### src/rtl/hazard_ctrl_pkg.sv
// core_pkg: shared types and constants for the pipeline hazard scheduler.
package core_pkg;
    typedef enum logic [1:0] {RUN, LOAD_STALL, MEM_WAIT} hz_state_t;
    localparam logic [4:0] REG_ZERO = 5'd0;
endpackage

### src/rtl/hazard_ctrl_if.sv
// hazard_ctrl_if: pipeline-side view of the hazard unit (hazard sources in, stage controls out).
interface hazard_ctrl_if #(parameter int CNT_W = 32);
    logic [4:0]       ID_EX_rs1;
    logic [4:0]       ID_EX_rs2;
    logic             ID_EX_use_rs2;
    logic             EX_MEM_regwrite;
    logic             EX_MEM_memread;
    logic [4:0]       EX_MEM_rd;
    logic             dmem_req;
    logic             dmem_ready;
    logic             branch_taken;
    logic             pc_en;
    logic             if_id_en;
    logic             id_ex_en;
    logic             if_id_flush;
    logic             id_ex_flush;
    logic             ex_mem_bubble;
    logic [CNT_W-1:0] stall_cycles;
    logic             mem_timeout_err;
    modport master (
        input  ID_EX_rs1, ID_EX_rs2, ID_EX_use_rs2, EX_MEM_regwrite, EX_MEM_memread, EX_MEM_rd,
               dmem_req, dmem_ready, branch_taken,
        output pc_en, if_id_en, id_ex_en, if_id_flush, id_ex_flush, ex_mem_bubble,
               stall_cycles, mem_timeout_err
    );
    modport slave (
        output ID_EX_rs1, ID_EX_rs2, ID_EX_use_rs2, EX_MEM_regwrite, EX_MEM_memread, EX_MEM_rd,
               dmem_req, dmem_ready, branch_taken,
        input  pc_en, if_id_en, id_ex_en, if_id_flush, id_ex_flush, ex_mem_bubble,
               stall_cycles, mem_timeout_err
    );
endinterface

### src/rtl/hazard_ctrl_sat_counter.sv
// sat_counter: W-bit up counter that sticks at all-ones; clear wins over increment.
module sat_counter #(parameter int W = 8) (
    input  logic         clk,
    input  logic         rst_n,
    input  logic         inc_i,
    input  logic         clr_i,
    output logic [W-1:0] q_o
);
    logic [W-1:0] cnt_q, cnt_d;
    always_comb cnt_d = clr_i ? '0 : (inc_i && !(&cnt_q)) ? cnt_q + 1'b1 : cnt_q;
    always_ff @(posedge clk or negedge rst_n)
        if (!rst_n) cnt_q <= '0;
        else        cnt_q <= cnt_d;
    assign q_o = cnt_q;
endmodule

### src/rtl/hazard_ctrl.sv
// hazard_ctrl: load-use bubble insertion, data-memory freeze and branch flush for the 5-stage core.
module hazard_ctrl import core_pkg::*; #(
    parameter int MEM_TIMEOUT = 64,
    parameter int CNT_W       = 32
) (
    input  logic         clk,
    input  logic         rst_n,
    hazard_ctrl_if.master hz
);
    localparam int            WW       = MEM_TIMEOUT > 2 ? $clog2(MEM_TIMEOUT) : 1;
    localparam logic [WW-1:0] WAIT_MAX = WW'(MEM_TIMEOUT - 1);
    localparam logic [WW-1:0] ERR_AT   = MEM_TIMEOUT > 1 ? WW'(MEM_TIMEOUT - 2) : '0;

    hz_state_t     state_q, state_d;
    logic          load_use, mem_stall, freeze, lu, br, err_q, err_d;
    logic [WW-1:0] wait_q;

    always_comb begin
        load_use  = hz.EX_MEM_memread & hz.EX_MEM_regwrite & (hz.EX_MEM_rd != REG_ZERO) &
                    ((hz.EX_MEM_rd == hz.ID_EX_rs1) | (hz.ID_EX_use_rs2 & (hz.EX_MEM_rd == hz.ID_EX_rs2)));
        mem_stall = hz.dmem_req & ~hz.dmem_ready;
        // an outstanding access keeps the freeze until ready, whatever the request line does
        freeze    = mem_stall | ((state_q == MEM_WAIT) & ~hz.dmem_ready);
        lu        = load_use & (state_q != LOAD_STALL) & ~freeze;
        br        = hz.branch_taken & ~freeze & ~lu;
        state_d   = freeze ? MEM_WAIT : lu ? LOAD_STALL : RUN;
        // the counter is about to reach MEM_TIMEOUT-1 (or already sits there)
        err_d     = err_q | (freeze & (wait_q >= ERR_AT));
    end

    always_ff @(posedge clk or negedge rst_n)
        if (!rst_n) begin
            state_q <= RUN;
            err_q   <= 1'b0;
        end else begin
            state_q <= state_d;
            err_q   <= err_d;
        end

    sat_counter #(.W(WW)) u_wait (
        .clk   (clk),
        .rst_n (rst_n),
        .inc_i (freeze & (wait_q != WAIT_MAX)),
        .clr_i (~freeze),
        .q_o   (wait_q)
    );

    sat_counter #(.W(CNT_W)) u_stall (
        .clk   (clk),
        .rst_n (rst_n),
        .inc_i (freeze | lu),
        .clr_i (1'b0),
        .q_o   (hz.stall_cycles)
    );

    assign hz.pc_en           = ~rst_n | ~(freeze | lu);
    assign hz.if_id_en        = hz.pc_en;
    assign hz.id_ex_en        = hz.pc_en;
    assign hz.ex_mem_bubble   = rst_n & lu;
    assign hz.if_id_flush     = rst_n & br;
    assign hz.id_ex_flush     = rst_n & br;
    assign hz.mem_timeout_err = err_q;
endmodule

### src/flat_wrapper.sv
// flat-port wrapper written by rule: the top's interface ports become plain ports
module hazard_ctrl_flat import core_pkg::*;
#(
    parameter int MEM_TIMEOUT = 64,
    parameter int CNT_W       = 32
)
  (clk, rst_n, hz_ID_EX_rs1, hz_ID_EX_rs2, hz_ID_EX_use_rs2, hz_EX_MEM_regwrite, hz_EX_MEM_memread, hz_EX_MEM_rd, hz_dmem_req, hz_dmem_ready, hz_branch_taken, hz_pc_en, hz_if_id_en, hz_id_ex_en, hz_if_id_flush, hz_id_ex_flush, hz_ex_mem_bubble, hz_stall_cycles, hz_mem_timeout_err);
  hazard_ctrl_if #(.CNT_W(CNT_W)) hz_i ();
  input  logic clk;
  input  logic rst_n;
  input wire logic [$bits(hz_i.ID_EX_rs1)-1:0] hz_ID_EX_rs1;
  input wire logic [$bits(hz_i.ID_EX_rs2)-1:0] hz_ID_EX_rs2;
  input wire logic [$bits(hz_i.ID_EX_use_rs2)-1:0] hz_ID_EX_use_rs2;
  input wire logic [$bits(hz_i.EX_MEM_regwrite)-1:0] hz_EX_MEM_regwrite;
  input wire logic [$bits(hz_i.EX_MEM_memread)-1:0] hz_EX_MEM_memread;
  input wire logic [$bits(hz_i.EX_MEM_rd)-1:0] hz_EX_MEM_rd;
  input wire logic [$bits(hz_i.dmem_req)-1:0] hz_dmem_req;
  input wire logic [$bits(hz_i.dmem_ready)-1:0] hz_dmem_ready;
  input wire logic [$bits(hz_i.branch_taken)-1:0] hz_branch_taken;
  output wire logic [$bits(hz_i.pc_en)-1:0] hz_pc_en;
  output wire logic [$bits(hz_i.if_id_en)-1:0] hz_if_id_en;
  output wire logic [$bits(hz_i.id_ex_en)-1:0] hz_id_ex_en;
  output wire logic [$bits(hz_i.if_id_flush)-1:0] hz_if_id_flush;
  output wire logic [$bits(hz_i.id_ex_flush)-1:0] hz_id_ex_flush;
  output wire logic [$bits(hz_i.ex_mem_bubble)-1:0] hz_ex_mem_bubble;
  output wire logic [$bits(hz_i.stall_cycles)-1:0] hz_stall_cycles;
  output wire logic [$bits(hz_i.mem_timeout_err)-1:0] hz_mem_timeout_err;
  assign hz_i.ID_EX_rs1 = hz_ID_EX_rs1;
  assign hz_i.ID_EX_rs2 = hz_ID_EX_rs2;
  assign hz_i.ID_EX_use_rs2 = hz_ID_EX_use_rs2;
  assign hz_i.EX_MEM_regwrite = hz_EX_MEM_regwrite;
  assign hz_i.EX_MEM_memread = hz_EX_MEM_memread;
  assign hz_i.EX_MEM_rd = hz_EX_MEM_rd;
  assign hz_i.dmem_req = hz_dmem_req;
  assign hz_i.dmem_ready = hz_dmem_ready;
  assign hz_i.branch_taken = hz_branch_taken;
  assign hz_pc_en = hz_i.pc_en;
  assign hz_if_id_en = hz_i.if_id_en;
  assign hz_id_ex_en = hz_i.id_ex_en;
  assign hz_if_id_flush = hz_i.if_id_flush;
  assign hz_id_ex_flush = hz_i.id_ex_flush;
  assign hz_ex_mem_bubble = hz_i.ex_mem_bubble;
  assign hz_stall_cycles = hz_i.stall_cycles;
  assign hz_mem_timeout_err = hz_i.mem_timeout_err;
  hazard_ctrl #(.MEM_TIMEOUT(MEM_TIMEOUT), .CNT_W(CNT_W)) u_core (.clk(clk), .rst_n(rst_n), .hz(hz_i));
endmodule
### config.mk
export PLATFORM = sky130hd
export DESIGN_NAME = hazard_ctrl_flat
export DESIGN_NICKNAME = d
export VERILOG_FILES = /design/src/rtl/hazard_ctrl_pkg.sv /design/src/rtl/hazard_ctrl_if.sv /design/src/rtl/hazard_ctrl_sat_counter.sv /design/src/rtl/hazard_ctrl.sv /design/src/flat_wrapper.sv
export SDC_FILE = /design/constraint.sdc
export NUM_CORES = 1
export LEC_CHECK = 0
export CAP_MARGIN = 0
export CORE_MARGIN = 2
export CORE_UTILIZATION = 49
export CTS_BUF_LIST = sky130_fd_sc_hd__clkbuf_2
export CTS_CLUSTER_DIAMETER = 120
export DETAILED_ROUTE_END_ITERATION = 10
export HOLD_SLACK_MARGIN = 0.05
export PLACE_DENSITY_LB_ADDON = 0.1
export SYNTH_ARGS = -nofsm -noshare
export SYNTH_HDL_FRONTEND = slang
export SYNTH_SLANG_ARGS = --single-unit
### constraint.sdc
create_clock -name clk -period 2 [get_ports clk]
set_input_delay 0.5 -clock clk [delete_from_list [all_inputs] [get_ports clk]]
set_output_delay 0.5 -clock clk [all_outputs]
set_load 0.02 [all_outputs]
# Word level (Yosys, flattened, before mapping)
# Cells that the tools add are included.
dict set report word_totals {
  n_memories 0
  output_inout_bits 39
  ram_bits 0
  wordCells 48
  in_bits 23
  rom_bits 0
  latchBits 0
  regBits 41
}
dict set report op_classes {
  add_sub_neg 2
  shifts 0
  n_reduce_logical 7
  eq_ne 6
  magnitude_cmp 1
  n_bitwise 24
  multipliers 0
  n_div 0
  mux 4
}
# cell count
set ops {}
lappend ops {{adder 32 x 1 -> 32 bit (second input constant)} 1}
lappend ops {{AND reduction 32 bit} 1}
lappend ops {{AND 1 bit} 14}
lappend ops {{two-way mux 6 bit} 2}
lappend ops {{equality test 5 bit} 2}
lappend ops {{adder 6 x 1 -> 6 bit (second input constant)} 1}
lappend ops {{greater-or-equal comparator 6 bit (second input constant)} 1}
lappend ops {{!= test 6 bit (second input constant)} 1}
lappend ops {{AND reduction 6 bit} 1}
lappend ops {{inverter 1 bit} 5}
lappend ops {{bitwise OR 1 bit} 5}
lappend ops {{nonzero test 5 bit} 1}
lappend ops {{equality test 2 bit (second input constant)} 1}
lappend ops {{logical AND 1 bit} 2}
lappend ops {{logical NOT 1 bit} 2}
lappend ops {{two-way mux 2 bit} 1}
lappend ops {{!= test 2 x 1 -> 1 bit (second input constant)} 1}
lappend ops {{!= test 2 bit (second input constant)} 1}
lappend ops {{two-way mux 1 bit} 1}

# Longest topological paths before layout
# Gate-level depths: netlist of run 1.
dict set report logic_depth {
  depth_word 9
  mapped_depth 10
  mapped_depth_nobuf 8
}

# Modules after synthesis
# A second synthesis of run 1 with hierarchy kept.
dict set report hier_totals {
  hier_cells 268
  area_unflattened_um2 2591.2
}
# module cells_per_inst seq_area_each_um2 area_per_inst_um2 n_inst
set modules_own_cells {}
lappend modules_own_cells {{sat_counter (u_core.u_stall)} 190 800.8 1865.5 1}
lappend modules_own_cells {{sat_counter (u_core.u_wait)} 40 150.1 377.9 1}
lappend modules_own_cells {hazard_ctrl 38 75.1 347.8 1}

# Least setup slack after synthesis of run 1
# OpenSTA, ideal clock, no wires.
dict set report synth_timing {
  kind {register to register}
  from {reg u_core.u_stall.cnt_q[0], in the netlist u_core.u_stall.q_o[0]}
  to {reg u_core.u_stall.cnt_q[20], in the netlist u_core.u_stall.q_o[20]}
  setup_ps 80
  period_less_slack_ps 2036
  path_stages_with_launch 8
  path_buffers 0
  arrival_time_ps 1956
  setup_slack_ps -36
  required_time_ps 1920
  path_cell_list {dfrtp_1 > ha_1 > nand4_1 > nor2_2 > nand2_1 > or4b_4 > nor2_2 > xor2_1}
}
dict set report synth_via {
  elab_chain_len 3
  elab_cells_between_ends 4
  classes_between {add/sub: 1; reduce/logical: 3}
}
# item line
set synth_rtl {}
lappend synth_rtl {{start, declared} hazard_ctrl_sat_counter.sv:9} ;# logic [W-1:0] cnt_q, cnt_d;
lappend synth_rtl {{start signal, assigned} hazard_ctrl_sat_counter.sv:13} ;# else cnt_q <= cnt_d;
lappend synth_rtl {{parallel branches: the longest is 3 deep, another holds adder 32 x 1 -> 32 bit} n/a}
# Parallel ways; which one is timed is not known.
# A chain may end at the register's enable or synchronous reset.

# Worst setup path in the final report of run 1
dict set report layout_timing {
  from {in hz_EX_MEM_rd[1]}
  to {out hz_if_id_flush}
}
dict set report layout_via {
  elab_chain_len 9
  elab_cells_between_ends 12
  classes_between {eq/ne: 2; bitwise: 9; reduce/logical: 1}
}
# item line
set layout_rtl {}
lappend layout_rtl {{start, declared} flat_wrapper.sv:16} ;# input wire logic [$bits(hz_i.EX_MEM_rd)-1:0] hz_EX_MEM_rd;
lappend layout_rtl {{equality test 5 bit} hazard_ctrl.sv:20} ;# ((hz.EX_MEM_rd == hz.ID_EX_rs1) | (hz.ID_EX_use_rs2 & (hz.EX_MEM_rd == hz.ID_EX_rs2)));
lappend layout_rtl {{AND 1 bit} hazard_ctrl.sv:20}
lappend layout_rtl {{bitwise OR 1 bit} hazard_ctrl.sv:20}
lappend layout_rtl {{AND 1 bit (*)} hazard_ctrl.sv:19} ;# load_use = hz.EX_MEM_memread & hz.EX_MEM_regwrite & (hz.EX_MEM_rd != REG_ZERO) &
lappend layout_rtl {{AND 1 bit (*) (2 in a row)} hazard_ctrl.sv:24} ;# lu = load_use & (state_q != LOAD_STALL) & ~freeze;
lappend layout_rtl {{inverter 1 bit (*)} hazard_ctrl.sv:25} ;# br = hz.branch_taken & ~freeze & ~lu;
lappend layout_rtl {{AND 1 bit (*)} hazard_ctrl.sv:25}
lappend layout_rtl {{AND 1 bit (*)} hazard_ctrl.sv:60} ;# assign hz.if_id_flush = rst_n & br;
lappend layout_rtl {{end, declared} flat_wrapper.sv:23} ;# output wire logic [$bits(hz_i.if_id_flush)-1:0] hz_if_id_flush;
# Mark *: on every way between the ends. The rest lies on a longest branch, timed or not.

==> results list, run 1 <==
* Outcome: finished, violations left
- Violations in the final reports: negative setup slack
- RSZ-0062 raised after global routing: yes
- Adder-cell share of the synthesized area: under 10%
* Number of hold violations in the final report: 0
* CTS tree: done
- For this design the ratio of total power to cell area is ~640 nW/um2.
- Across all layers, the routed design uses 1,764 vias.
* Vertical extent of the die: 69.7 um
- The worst-case IR drop observed on VDD is 0.651 mV.
- Number of buffers added by the clock tree synthesis step: 5
- After Yosys synthesis, XOR and XNOR cells account for 17.8% of the synthesized area.
- Measured along the x axis, the die boundary spans 69.7 um.
* Std cell rows: 23
* Final setup violation count: 6
* WL per Instance: about 14 um
- Entering global routing, the biggest net connects 40 pins.
- After synthesis, the netlist uses 35 different library cells.
- Standard cell core area: ~4100 um2
- Clock power frac: between 20% and 30%
- Total Routing Usage GR: 21.0%
* CP Launch Type: input pin
- Post-layout minimum cycle time: 2.12 ns
- The die covers approximately 4900 um2.
* Vias in the first global route: around 1,800
* Max cap viols: 0
- Final HPWL from detailed placement: 3230 um
* Transition time at the pin with the least slew margin: 0.489 ns
- Leakage: 1.58 nW
* Synth Register Bits: 41
- Broken down by cell family, the worst path's largest delay share belongs to simple AND/OR/NAND/NOR gates.
- Setup slack on the critical path of the routed design comes to -0.122 ns.
- The tree is rooted in a clkbuf_2.
* Post-synthesis compound-gate area fraction: 3.91%
* Clock Sink Count: about 40
- Cell type of the slowest stage on the worst timing path: clkdlybuf4s15_2
- Before CTS, the worst setup slack after placement is -0.879 ns.
- Maximum root-to-sink buffer count: 2
- Pint: 1.34 mW
- Sum of internal, switching and leakage power: 1.94 mW
* Routed wire length: ~4700 um
- Area growth syn-to-layout: 44.2%
* Fraction of registers with async set or reset after synthesis: 100%
- Clock Latency Late Sink: around 0.4 ns
* GRT overflow: 0
* Worst setup path startpoint: hz_EX_MEM_rd[1]
- Origin of the critical flop-to-flop path: u_core.state_q[0]
- STA classifies the critical path endpoint as a primary output.
* CP Max Fanout: 3
- Global-route wire length before repair: 8160 um
- The number of antenna violations at the first check in global routing was 0.
- Layout net count: roughly 320
- The repair_antennas step left the layout with diodes totalling 0.
- Measured against its own limit, the worst slew margin works out to 67.4%.
* Iteration-0 DRC count of the detailed router: 47
- Data on the critical path arrives at its endpoint at around 1.6 ns.
- Dominant combinational cell family by area after synthesis: simple AND/OR/NAND/NOR gates
- 62 I/O pins were placed.
- The congestion estimate from routability-driven global placement came to 0.834.
- In this run the remaining antenna-violating nets after routing total 0.
- For this run, the number of Yosys warnings is 0.
- Clock transition at the registers of the reported paths: 0.22 ns
- Starting density of the core: 51.7%
- The first detailed-routing pass ran for 4 iterations.
- The most used flip-flop cell after synthesis is dfrtp_1.
- Minimum setup slack among reg-to-reg paths: 0.11 ns
* Worst path required time: about 1.5 ns
* Via count normalized by instance count: 5.19
* Top cells by area, synth: dfrtp_1, xnor2_1, nand4_1
* Worst stage delay on the critical path: 0.21 ns
* Total of buffers placed on input and output ports: 61
- In this run switching power makes up 30.7% of total power.
- The worst path uses 106% of the clock period.
- Synthesis produced a netlist whose cell count is around 200.
- Summing the areas of all and, or, nand and nor instances in the mapped netlist gives 24.0% of the synthesized area.
* Power share of the combinational group: about a quarter
* Number of design rule violations left after detail routing: 0
- Post-synth design cell area: about 2100 um2
- Worst setup path category: in2out
- Net Sw Power: approximately 600 uW
- The number of buffers and inverters on the critical path is 2.
- Multiplexer area fraction after synthesis: between 1 and 1.5%
* Sequential group share of total power: between 50% and 60%
- Hold Path Class: in2async
- Sequence of cells on the critical path: clkdlybuf4s15_2 > xnor2_1 > nand4_1 > o22ai_2 > nand2_2 > and4_4 > buf_6
- Share of cells above drive strength 1: 23.4%
- Number of enable flip-flop cells after synthesis: 0
* Worst Clk Skew: 0.0187 ns
* Post-synth top area share: about 49%
- The H-tree was split into 2 levels.
- Synthesized netlist net count: 229
- Timing would allow up to 471 MHz.
- Pins over their slew limit: 0
- Dominant cell type by area after synthesis: dfrtp_1
- After synthesis, flip-flops and latches occupy 48.6% of the total area.
- Mean cell area of the mapped netlist: 10.4 um2
==> path summary, 6_finish.rpt <==
kind,to,cells after the start
setup / recovery,hz_if_id_flush,7
hold / removal,u_core.u_stall.q_o[15],2
setup reg to reg,u_core.u_stall.q_o[22],9
hold reg to reg,u_core.hz.mem_timeout_err,1
max in group asynchronous,u_core.state_q[0],2
min in group clk,u_core.hz.mem_timeout_err,1
==> flip-flops by register name, indices dropped and copies added (netlist names) <==
register and cells:
u_core.u_stall.q_o 32, u_core.u_wait.q_o 6, u_core.state_q 2, u_core.hz.mem_timeout_err 1
==> what timing repair did <==
item                                   4_1_cts  5_1_grt
pin swaps                                   23        7
gates cloned                                 0        0
setup buffers                                5        5
endpoints found under the hold margin        2        0
setup endpoints to repair                   55       39
hold buffers                                 1        0
gates resized for setup                     96       20
==> power by group through the flow <==
stage | Sequential, mW | Clock (mW) | Combinational, mW
floorplan | 1.06 | 0 | 0.164
global placement | 0.990 | 0 | 0.480
detailed placement | 0.989 | 0 | 0.484
CTS | 0.979 | 0.502 | 0.471
global route | 0.994 | 0.534 | 0.512
finish | 0.979 | 0.488 | 0.469
==> placed cells by master (no fill, tap or decap), types with 7 or more instances in the layout <==
cell type and instances:
nand3_1 17, buf_4 24, clkdlybuf4s15_1 9, and3_1 7, nand4_1 16, nor2_1 12, nand2_1 16, xnor2_1 38
dlymetal6s2s_1 11, dfrtp_1 38, dlygate4sd2_1 23
==> area by class of cell <==
cell class | count | area, um2
clock inverter | 3 | 41.3
sequential | 41 | 1030
multi-input combinational | 151 | 1060
inverter | 4 | 15.0
tap | 50 | 62.6
fill | 325 | 1040
clock buffer | 5 | 25.0
timing repair buffer | 86 | 808
==> worst register-to-register path: stages (launching register included) <==
cell     delay, ns
dfrtp_1       0.42
inv_2         0.05
a21oi_1       0.04
or2_1         0.24
inv_2         0.07
a21oi_2       0.04
buf_4         0.16
or4b_4        0.53
nor2_4        0.13
xor2_1        0.14
==> cells by family after synthesis <==
group | Yosys count
buffers and inverters | 11
XOR/XNOR | 43
flip-flops | 41
multiplexers | 2
AND/OR/NAND/NOR | 92
AO/OA/AOI/OAI | 11
adder cells (fa/ha/maj) | 3
==> metal layers <==
layer / track usage (%) / part of all wire (%) / vias up
met5: 0 / 0 / -
met4: 6.20 / 1.2 / 0
met3: 5.96 / 5.9 / 5
met2: 34.1 / 46 / 52
met1: 27.4 / 47 / 833
li1: - / - / 874
==> cell usage after synthesis, types with 2 or more instances <==
library cell   n
ha_1           3
dfrtp_1       41
a21oi_1        2
nor2_1        13
nor2_2         3
and4_1         5
nor3_1         3
and3_1        10
xnor2_1       38
a21oi_2        2
buf_4          5
xor2_1         5
nand2_1       17
inv_1          3
nand2b_1       2
nand4_1       16
nand3_1       17
==> through the flow <==
stage                     hold WS, ns  setup TNS (ns)  cell area, um2  std cells  utilization [%]
after floorplan                 0.204               0            2110        203                -
after global placement          0.315          -21.30            2850        322             69.7
after detailed placement        0.315          -22.28            2850        322             69.7
after CTS                       0.197          -0.663            2960        335             72.4
after global routing            0.208           -1.30            3050        340             74.5
final                           0.204          -0.601            3050        340             74.5
No activity file was read; power rests on OpenSTA's default activity.
==> run 2, diff against run 1 <==
--- a/config.mk
+++ b/config.mk
@@ -6,6 +6,7 @@
 export NUM_CORES = 1
 export LEC_CHECK = 0
 export CAP_MARGIN = 0
+export CORE_ASPECT_RATIO = 2
 export CORE_MARGIN = 2
 export CORE_UTILIZATION = 49
 export CTS_BUF_LIST = sky130_fd_sc_hd__clkbuf_2
==> run 2 against run 1 <==
Effect of this change:
- the flow still finishes with violations (negative setup slack)
- fmax shrank 1.9%
- core utilization up 0.90 points
- clock power fell by 3%
- sequential share of layout area is 0.75 points lower
- clock-buffer cell count is 1 higher
- non-clock buffer count increased by 2
- register-to-register slack about the same
- setup slack got worse by 0.041 ns
- global-route usage up 0.91 points
- die area grew 0.67%
- sequential power about the same
- final cell count up 1.2%
- critical path type unchanged
- largest cell class unchanged
- highest routed layer unchanged
==> results list, run 2 (synthesis gave the netlist of run 1 again) <==
* Number of design rule violations left after detail routing: 0 (unchanged)
- Total Routing Usage GR: 21.9% (+0.91 points)
* Inst Count DP: 330 (+2.5%)
* Period Utilization, post-route: 108% (+2.1 points)
- Power Density: 634 nW/um2 (-0.26%)
* Total of buffers placed on input and output ports: 61 (unchanged)
- The fraction of final layout cells sized beyond drive strength 1 was 25.7% (+2.2 points).
* Outcome: finished, violations left
- The total via count in the routed design was 1,810 (+2.6%).
* Area enclosed by the die boundary: 4880 um2 (+0.67%)
- The number of clock sinks is 41 (unchanged).
- Number of I/O pins: 62 (unchanged)
- Initial antenna violation count: 0 (unchanged)
* Worst Clk Skew: 0.0122 ns (-0.00656 ns)
- The clock period minus final worst setup slack came to 2.16 ns (+0.0411 ns).
- Number of buffers added by the clock tree synthesis step: 5 (unchanged)
* Data arrival time of the critical path: 1.66 ns (+0.04 ns)
- Final HPWL from detailed placement: 3760 um (+16%)
* Pin count of the biggest net entering global routing: 26 (-35%)
- Final setup violation count: 6 (unchanged)
- The share of the core filled with cells in the final layout was 75.4% (+0.90 points).
* Worst path required time: 1.50 ns (about the same)
- Vias in the first global route: 1,856 (+2.9%)
* Met1 GRT Util: 22.3% (-5.2 points)
- The aggregate routed wire length was 5190 um (+9.6%).
- The number of antenna-violating nets in the routed design came to 0 (unchanged).
* Inserted Diodes: 0 (unchanged)
* Worst stage delay on the critical path: 0.22 ns (about the same)
- Global-route wire length before repair: 8320 um (+1.9%)
- The global routing stage identified its most utilized layer as met2.
* Length of the first detailed-routing pass in iterations: 4 (unchanged)
- Die outline width: 50.4 um (-28%)
- WL per Instance: 15.1 um (+8.3%)
- Final RePlAce weighted congestion: 0.766 (-8.1%)
- Compared with the post-synthesis result, the final layout area differs by 47.5%.
* Iteration-0 DRC count of the detailed router: 39 (-17%)
- The non-filler instance count after layout came to 344 (+1.2%).
* Violations in the final reports: negative setup slack
- The maximum clock insertion buffer count came to 2 (unchanged).
- The largest individual stage delay along the critical path comes from the cell clkdlybuf4s15_2.
- The y dimension of the die is 96.8 um (+39%).
- Register area: 1030 um2 (unchanged)
- Max FFs per register: 32 (unchanged)
- The H-tree depth reported by CTS is 2 (unchanged).
- The final-layout fill cell count was 301 (-7.4%).
- RSZ-0062 raised after global routing: yes
- The static leakage is 1.73 nW (+9.6%).
* Minimum setup slack among reg-to-reg paths: 0.10 ns (about the same)
- CP Launch Type: input pin
* Commonest non-fill, non-tap cell in the layout: dfrtp_1
- Critical Path Sink Type: primary output
- Global routing met3 resource utilization: 5.25% (-0.71 points)
* Worst setup path category: in2out
- The achievable clock frequency came to 462 MHz (-1.9%).
- In the layout the commonest cells are dfrtp_1, xnor2_1, buf_4, dlygate4sd2_1, dlymetal6s2s_1.
* CTS tree: done
- The multi-input logic area came to 1120 um2 (+4.9%).
- Sequence of cells on the critical path: clkdlybuf4s15_2 > xnor2_1 > nand3_1 > o22ai_4 > nand2_2 > and4_4 > buf_6
* Headroom to the max-slew limit: 79.0% (+12 points)
- CP Max Fanout: 3 (unchanged)
- Global routing met2 resource utilization: 41.6% (+7.5 points)
- The final layout net count is 317 (+0.63%).
- The smallest setup slack after layout is -0.164 ns (-0.0411 ns).
* GRT overflow: 0 (unchanged)
- The maximum VDD drop was 0.699 mV (+7.3%).
* Clock root cell: clkbuf_2
* Starting density of the core: 51.2% (-0.53 points)
* Number of hold violations in the final report: 0 (unchanged)
- Clock transition at the registers of the reported paths: 0.19 ns (-0.03 ns)
* Clock Latency Late Sink: 0.39 ns (about the same)
- Max cap viols: 0 (unchanged)
* Std cell rows: 33 (+43%)
* Via count normalized by instance count: 5.26 (+1.4%)
- The count of pins over their slew limit is 0 (unchanged).
- The actual slew at the worst max-slew pin came to 0.314 ns (-0.175 ns).
- The placeable core area came to 4130 um2 (+1.0%).
* Worst setup slack before clock tree synthesis: -0.870 ns (+0.00926 ns)
- In this run the worst hold path is classified as in2async.
* Worst Reg-to-Reg Cells: 6 (-3)
==> run 2: cell count changes in the layout (fill, tap and decap cells not counted), sizes merged <==
cell           before  now
buf                31   38
dlymetal6s2s       11   18
dlygate4sd2        23   18
clkdlybuf4s15      14   10
clkdlybuf4s50       6    4
clkbuf              5    6
clkinvlp            1    0
dlygate4sd3         1    0
==> run 2: cell type report <==
type / count / area share, %
clock buffers: 6 / 0.964
clock inverters: 2 / 1.08
inverters: 4 / 0.562
multi-input cells: 151 / 35.8
flip-flops and latches: 41 / 33.1
well taps: 52 / 2.09
repair buffers: 88 / 26.4
==> run 2: final timing paths <==
kind,endpoint,start
max in group asynchronous,u_core.u_stall.q_o[27],rst_n
setup / recovery,hz_id_ex_flush,hz_EX_MEM_rd[2]
min in group clk,u_core.hz.mem_timeout_err,u_core.hz.mem_timeout_err
hold reg to reg,u_core.hz.mem_timeout_err,u_core.hz.mem_timeout_err
hold / removal,u_core.u_stall.q_o[17],rst_n
setup reg to reg,u_core.u_stall.q_o[22],u_core.u_stall.q_o[11]
==> run 2: repair_timing <==
action                     in CTS  in global routing
hold buffers                    0                  0
resized for setup             100                 31
pin swaps                      21                 12
buffers inserted                4                  4
setup endpoints to repair      46                 26
hold endpoints to repair        0                  0
gates cloned                    0                  0
==> run 2: power by group <==
group | switching (mW) | internal [mW] | total (mW)
Clock | 0.261 | 0.213 | 0.474
Sequential | 0.0786 | 0.897 | 0.976
Combinational | 0.263 | 0.262 | 0.525
Total | 0.602 | 1.37 | 1.97
==> run 2: per-stage QoR <==
stage | power, mW | cell area [um2] | setup TNS (ns) | hold slack [ns]
3_3_place_gp | 1.49 | 2900 | -19.28 | 0.461
4_1_cts | 1.96 | 3000 | -0.438 | 0.126
5_1_grt | 2.09 | 3110 | -1.09 | 0.103
3_5_place_dp | 1.49 | 2900 | -19.92 | 0.469
6_report | 1.97 | 3110 | -0.798 | 0.127
2_1_floorplan | 1.22 | 2110 | 0 | 0.204
==> run 2: critical path: cells and delay by family <==
family                    cells  cell delay (ns)
AOI/OAI and AO/OA             1             0.22
buffers and inverters         2             0.34
xor gates and xnor gates      1             0.16
and+or+nand+nor               3             0.43
==> run 2: per-layer routing <==
metal | vias to the layer above | routed length (um) | share of wire (%)
li1 | 881 | - | -
met5 | - | 0 | 0
met2 | 44 | 3080 | 59
met4 | 0 | 59 | 1.1
met1 | 879 | 1830 | 35
met3 | 6 | 220 | 4.2
